**src/rtl/bram_arbiter.sv**
```systemverilog
// bram_arbiter: shares one BRAM port between a display fetcher (priority) and a host,
// with a starvation guard that forces host grants after STARVE_LIMIT waiting cycles.
module bram_arbiter #(
  parameter int ADDR_BITS    = 32,
  parameter int DATA_BITS    = 32,
  parameter int BRAM_LATENCY = 1,
  parameter int STARVE_LIMIT = 8
) (
  input  logic                   clk_i,
  input  logic                   reset_i,
  input  logic                   disp_req_i,
  input  logic [ADDR_BITS-1:0]   disp_addr_i,
  output logic [DATA_BITS-1:0]   disp_data_o,
  output logic                   disp_valid_o,
  input  logic                   host_valid_i,
  output logic                   host_ready_o,
  input  logic [ADDR_BITS-1:0]   host_addr_i,
  input  logic [DATA_BITS-1:0]   host_wdata_i,
  input  logic [DATA_BITS/8-1:0] host_we_i,
  output logic [DATA_BITS-1:0]   host_rdata_o,
  output logic                   host_rvalid_o,
  output logic                   bram_clk_o,
  output logic                   bram_rst_o,
  output logic                   bram_en_o,
  output logic [ADDR_BITS-1:0]   bram_addr_o,
  output logic [DATA_BITS-1:0]   bram_din_o,
  output logic [DATA_BITS/8-1:0] bram_we_o,
  input  logic [DATA_BITS-1:0]   bram_dout_i,
  output logic [15:0]            disp_drop_cnt_o
);
  localparam logic [1:0]  TAG_NONE = 2'd0;
  localparam logic [1:0]  TAG_DISP = 2'd1;
  localparam logic [1:0]  TAG_HOST = 2'd2;
  localparam logic [15:0] LIMIT    = 16'(STARVE_LIMIT);
  logic [BRAM_LATENCY:0][1:0] tag_sr;
  logic [15:0]                wait_cnt;
  logic                       force_host, host_gnt, disp_gnt;
  logic [1:0]                 new_tag, out_tag;
  assign bram_clk_o   = clk_i;
  assign bram_rst_o   = ~reset_i;
  assign force_host   = (STARVE_LIMIT != 0) && host_valid_i && (wait_cnt >= LIMIT);
  assign host_gnt     = host_valid_i && (!disp_req_i || force_host);
  assign disp_gnt     = disp_req_i && !force_host;
  assign host_ready_o = host_gnt;
  assign new_tag      = disp_gnt ? TAG_DISP : (host_gnt && host_we_i == '0) ? TAG_HOST : TAG_NONE;
  assign out_tag      = tag_sr[BRAM_LATENCY];
  // tag_sr[BRAM_LATENCY] lines up with the cycle bram_dout_i carries that access's data
  always_ff @(posedge clk_i or negedge reset_i)
    if (!reset_i) begin
      bram_en_o       <= 1'b0;
      bram_addr_o     <= '0;
      bram_din_o      <= '0;
      bram_we_o       <= '0;
      tag_sr          <= '0;
      disp_valid_o    <= 1'b0;
      disp_data_o     <= '0;
      host_rvalid_o   <= 1'b0;
      host_rdata_o    <= '0;
      wait_cnt        <= '0;
      disp_drop_cnt_o <= '0;
    end else begin
      bram_en_o     <= host_gnt || disp_gnt;
      bram_addr_o   <= host_gnt ? host_addr_i : disp_addr_i;
      bram_din_o    <= host_gnt ? host_wdata_i : '0;
      bram_we_o     <= host_gnt ? host_we_i : '0;
      tag_sr        <= {tag_sr[BRAM_LATENCY-1:0], new_tag};
      disp_valid_o  <= out_tag == TAG_DISP;
      host_rvalid_o <= out_tag == TAG_HOST;
      if (out_tag == TAG_DISP) disp_data_o <= bram_dout_i;
      if (out_tag == TAG_HOST) host_rdata_o <= bram_dout_i;
      wait_cnt <= host_gnt ? '0 : (host_valid_i && wait_cnt != '1) ? wait_cnt + 16'd1 : wait_cnt;
      if (force_host && disp_req_i && disp_drop_cnt_o != 16'hFFFF)
        disp_drop_cnt_o <= disp_drop_cnt_o + 16'd1;
    end
endmodule

```
**config.mk**
```make
export PLATFORM = sky130hd
export DESIGN_NAME = bram_arbiter
export DESIGN_NICKNAME = d
export VERILOG_FILES = /design/src/rtl/bram_arbiter.sv
export SDC_FILE = /design/constraint.sdc
export NUM_CORES = 1
export LEC_CHECK = 0
export ABC_CLOCK_PERIOD_IN_PS = 3100
export CAP_MARGIN = 5
export CORE_MARGIN = 4
export CORE_UTILIZATION = 45
export CTS_CLUSTER_SIZE = 10
export DETAILED_ROUTE_END_ITERATION = 12
export GPL_TIMING_DRIVEN = 0
export PLACE_DENSITY = 0.85
export SLEW_MARGIN = 20
export SYNTH_ARGS = -nofsm -noshare
export SYNTH_HDL_FRONTEND = slang
export SYNTH_SLANG_ARGS = --single-unit
```
**constraint.sdc**
```tcl
create_clock -name clk_i -period 3.1 [get_ports clk_i]
set_input_delay 0.62 -clock clk_i [delete_from_list [all_inputs] [get_ports clk_i]]
set_output_delay 0.62 -clock clk_i [all_outputs]
set_load 0.01 [all_outputs]
```
**After elaboration in Yosys (flattened, before gate mapping)**

Cells that the tools add are included.

- Input port bits: 136
- Bits in registers: 171

- Eq/ne operators: 4
- Multiplexer cells: 7
- Reductions and logical operators: 13
- Add/sub/neg operators: 2
- Order comparisons: 1
- Bitwise gates (word level): 1

Operators with widths:

| operator | count |
|---|---|
| 32-bit two-way mux | 2 |
| 16-bit by 1-bit adder with 16-bit output (second input constant) | 2 |
| 16-bit two-way mux | 2 |
| 16-bit inequality test (second input constant) | 2 |
| 16-bit by 4-bit greater-or-equal comparator with 1-bit output (second input constant) | 1 |
| 1-bit logical AND | 7 |
| 4-bit logical NOT | 1 |
| 2-bit two-way mux | 2 |
| 4-bit two-way mux | 1 |
| 2-bit by 1-bit equality test with 1-bit output (second input constant) | 1 |
| 2-bit equality test (second input constant) | 1 |
| 1-bit logical NOT | 2 |
| 1-bit logical OR | 2 |
| 2-bit nonzero test | 1 |
| 1-bit NOT | 1 |

**Longest topological paths before layout**

Gate-level depths: netlist (run 1).

- Depth after elaboration: 7
- Gate-level depth with buffers: 7

==> flow_summary_export.csv, run 1 <==
group,metric,value,unit
setup_path,endpoint_kind,"output pin",
grt,grt_max_degree,90,
grt,grt.total_usage,21.2,%
synth,ys_ff_latch,171,
place,gp_congestion,0.864,
synth,ys.flop_type,"dfrtp_1",
floorplanning,initial_core_util,45.7,%
floorplanning,core-area,0.0145,mm^2
place,dp_slack,-0.150,ns
grt,grt_first_pass_wirelength,26800,um
sta,finalSetupViolCount,0,
status,status,"completed",
drt,drc,0,
synth,synth_edf_count,0,
layout,multiInputGateArea,0.00217,mm^2
setup_path,cp.required,2.48,ns
synth,avgSynthCellArea,14.9,um^2
synth,syn-num-nets,583,
sta,fin_ws,0.0944,ns
place,placed_cell_area,0.00977,mm^2
sta,skew,0.00796,ns
place,hpwlAfterDp,12900,um
layout,antenna_cells,0,
power,cellLeakagePower,4.51,nW
grt,antenna_found_initial,0,
power,vdd_drop_max,0.382,mV
synth,async_flop_share,100,%
setup_path,crit_fanout,2,
clock_tree,cts.clk_slew.worst_paths,0.06,ns
floorplanning,die-area,0.0167,mm^2
layout,fin_nets,896,
run,drv_cap,0,
drt,drt_iter0_drc,249,
layout,drive_above_1_share,20.4,%
grt,grt_overflow_total,0,
sta,holdWs,0.103,ns
sta,max_slew_margin,54.9,%
drt,avgRoutedWirePerCell,18.1,um
drt,routed_wl,17300,um
synth,syn_area,0.00662,mm^2
power,power_density,582,mW/mm^2
grt,grt_pass1_vias,5118,
floorplanning,die_width,129,um
synth,synth_warnings,0,
sta,max_slew.worst_pin.slew,0.670,ns
layout,seqCellArea,0.00428,mm^2
sta,slew_viol_final,0,
drt,ant_nets,0,
floorplanning,rows,44,
clock_tree,cts_tree,"built",
layout,design_area,0.0105,mm^2
sta,rsz0062_at_grt,"false",
drt,routed-via-count,4728,
layout,fill_cells,934,
floorplanning,ioPinCount,290,
setup_path,crit_type,"clk -> out",
layout,areaGrowthSynthToFinish,58.1,%
drt,vias_per_cell,4.96,
place,portBuffers,289,
synth,postSynthCellCount,444,
clock_tree,ctsHoldBuffers,0,
floorplanning,die_h,129,um
sta,hold_viol,0,
worst_hold_path,hold_path_class,"in -> async",
setup_path,cp-start-kind,"clock port",
setup_path,worstPathArrival,2.39,ns
drt,firstDrtPassIters,4,
clock_tree,worstSkewPairLatency,0.53,ns
synth,ys_seq_area_share,64.7,%
synth,synth_cell_types,38,
==> layer usage <==
metal  vias up  GRT usage [%]  wire (um)
met2       239           36.5       8720
li1       2154              -          -
met5         -              0          0
met1      2295           23.4       6330
met3        40           7.96       1810
met4         0           9.39        445
==> cell usage after synthesis, drive strengths merged (2+ instances only) <==
master | n | area (um^2)
buf | 15 | 120
and3 | 2 | 12.5
nand3 | 9 | 45.0
inv | 8 | 30.0
a21oi | 7 | 46.3
nor4 | 5 | 37.5
xnor2 | 13 | 114
nor2 | 26 | 97.6
mux2 | 98 | 1230
ha | 3 | 37.5
a41oi | 7 | 61.3
nand4 | 10 | 62.6
and2 | 38 | 238
dfrtp | 171 | 4280
and4 | 2 | 20.0
nand2 | 9 | 33.8
nor3 | 4 | 31.3
clkbuf | 5 | 18.8
==> where the power goes <==
| group | internal, W | switching, W | total, W |
|---|---|---|---|
| Combinational | 0.000714 | 0.000420 | 0.00113 |
| Sequential | 0.00245 | 0.000127 | 0.00258 |
| Clock | 0.00147 | 0.000900 | 0.00237 |
| Total | 0.00464 | 0.00145 | 0.00608 |
==> critical path, stage by stage <==
cell and delay [ns]:
clkbuf_16 0.12, clkbuf_16 0.13, buf_4 0.12, clkdlybuf4s50_1 0.47
==> flip-flops by register name (all words and copies together) (netlist names) <==
signal,cells
bram_addr_o,32
tag_sr,2
disp_valid_o,1
disp_data_o,32
bram_en_o,1
host_rdata_o,32
wait_cnt,16
disp_drop_cnt_o,16
host_rvalid_o,1
bram_din_o,32
out_tag,2
bram_we_o,4
==> area by class of cell <==
cell class | count | share of cell area [%]
repair buffers | 290 | 27.9
flip-flops and latches | 171 | 40.9
multi-input cells | 245 | 20.8
clock inverters | 10 | 1.09
well taps | 184 | 2.20
plain buffers | 20 | 1.33
inverters | 8 | 0.287
clock buffers | 26 | 5.44
==> placed cells by master, fill, tap and decap left out, types with 2 or more instances in the layout <==
master           synthesis  final
and3_1                   2      2
nor4_2                   1      2
clkbuf_1                 5      6
and2_1                  38     38
nand3_1                  9      9
mux2_4                  33     33
buf_2                    6      6
nor2_1                  26     26
buf_6                    7      7
nand2_1                  9      9
buf_4                    1      2
clkbuf_8                 0      4
a21oi_1                  6      6
nor3_1                   3      3
clkdlybuf4s50_1          0    287
mux2_2                  65     65
inv_1                    8      8
nor4_1                   4      3
clkinvlp_4               0      4
xnor2_1                 13     13
nand4_1                 10     10
clkinv_2                 0      3
a41oi_1                  7      7
dfrtp_1                171    171
bufinv_16                0      2
clkbuf_16                0     20
ha_1                     3      3
==> path summary, 6_finish.rpt <==
check	start	end	depth (start not counted)	slack [ns]
min in group clk_i	tag_sr[0]	out_tag[0]	0	0.35
worst min register to register	tag_sr[0]	out_tag[0]	0	0.35
worst max-delay path	clk_i	bram_clk_o	4	0.09
max in group asynchronous	reset_i	disp_drop_cnt_o[5]	2	2.15
worst min-delay path	reset_i	disp_data_o[7]	1	0.10
worst max register to register	disp_drop_cnt_o[0]	disp_drop_cnt_o[15]	6	1.18
==> logic make-up after synthesis <==
family / after synthesis / share of synthesized area, %
flip-flops: 171 / 64.7
XOR/XNOR: 14 / 1.85
multiplexers: 99 / 18.7
AND/OR/NAND/NOR: 111 / 9.36
AO/OA/AOI/OAI: 18 / 2.27
buffers and inverters: 28 / 2.55
adder cells (fa/ha/maj): 3 / 0.567
==> per-stage QoR <==
step	std cells	power [W]	TNS [ns]	util, %
after floorplan	444	0.00304	0	-
after detailed placement	918	0.00381	-0.150	67.5
final	954	0.00608	0	72.2
after global routing	954	0.00635	0	72.2
after CTS	954	0.00615	0	72.2
after global placement	917	0.00376	-876.39	67.3
==> repair_timing <==
action	in CTS	in global routing
gates resized for setup	2	0
setup buffers	1	0
endpoints found under the setup margin	1	0
(Power assumes the default switching activity.)
==> inputs of run 2 (changes only) <==
--- a/config.mk
+++ b/config.mk
@@ -6,13 +6,13 @@
 export NUM_CORES = 1
 export LEC_CHECK = 0
 export ABC_CLOCK_PERIOD_IN_PS = 3100
-export CAP_MARGIN = 5
 export CORE_MARGIN = 4
 export CORE_UTILIZATION = 45
 export CTS_CLUSTER_SIZE = 10
 export DETAILED_ROUTE_END_ITERATION = 12
 export GPL_TIMING_DRIVEN = 0
 export PLACE_DENSITY = 0.85
+export SKIP_LAST_GASP = 1
 export SLEW_MARGIN = 20
 export SYNTH_ARGS = -nofsm -noshare
 export SYNTH_HDL_FRONTEND = slang
==> results of run 2 <==
The final DEF is identical to that of run 1; final timing and power are the same.
==> inputs of run 3 (changes only) <==
--- a/config.mk
+++ b/config.mk
@@ -6,6 +6,7 @@
 export NUM_CORES = 1
 export LEC_CHECK = 0
 export ABC_CLOCK_PERIOD_IN_PS = 3100
+export CAP_MARGIN = 10
 export CORE_MARGIN = 4
 export CORE_UTILIZATION = 45
 export CTS_CLUSTER_SIZE = 10
==> results of run 3 <==
The final DEF is identical to that of run 1; final timing and power are the same.
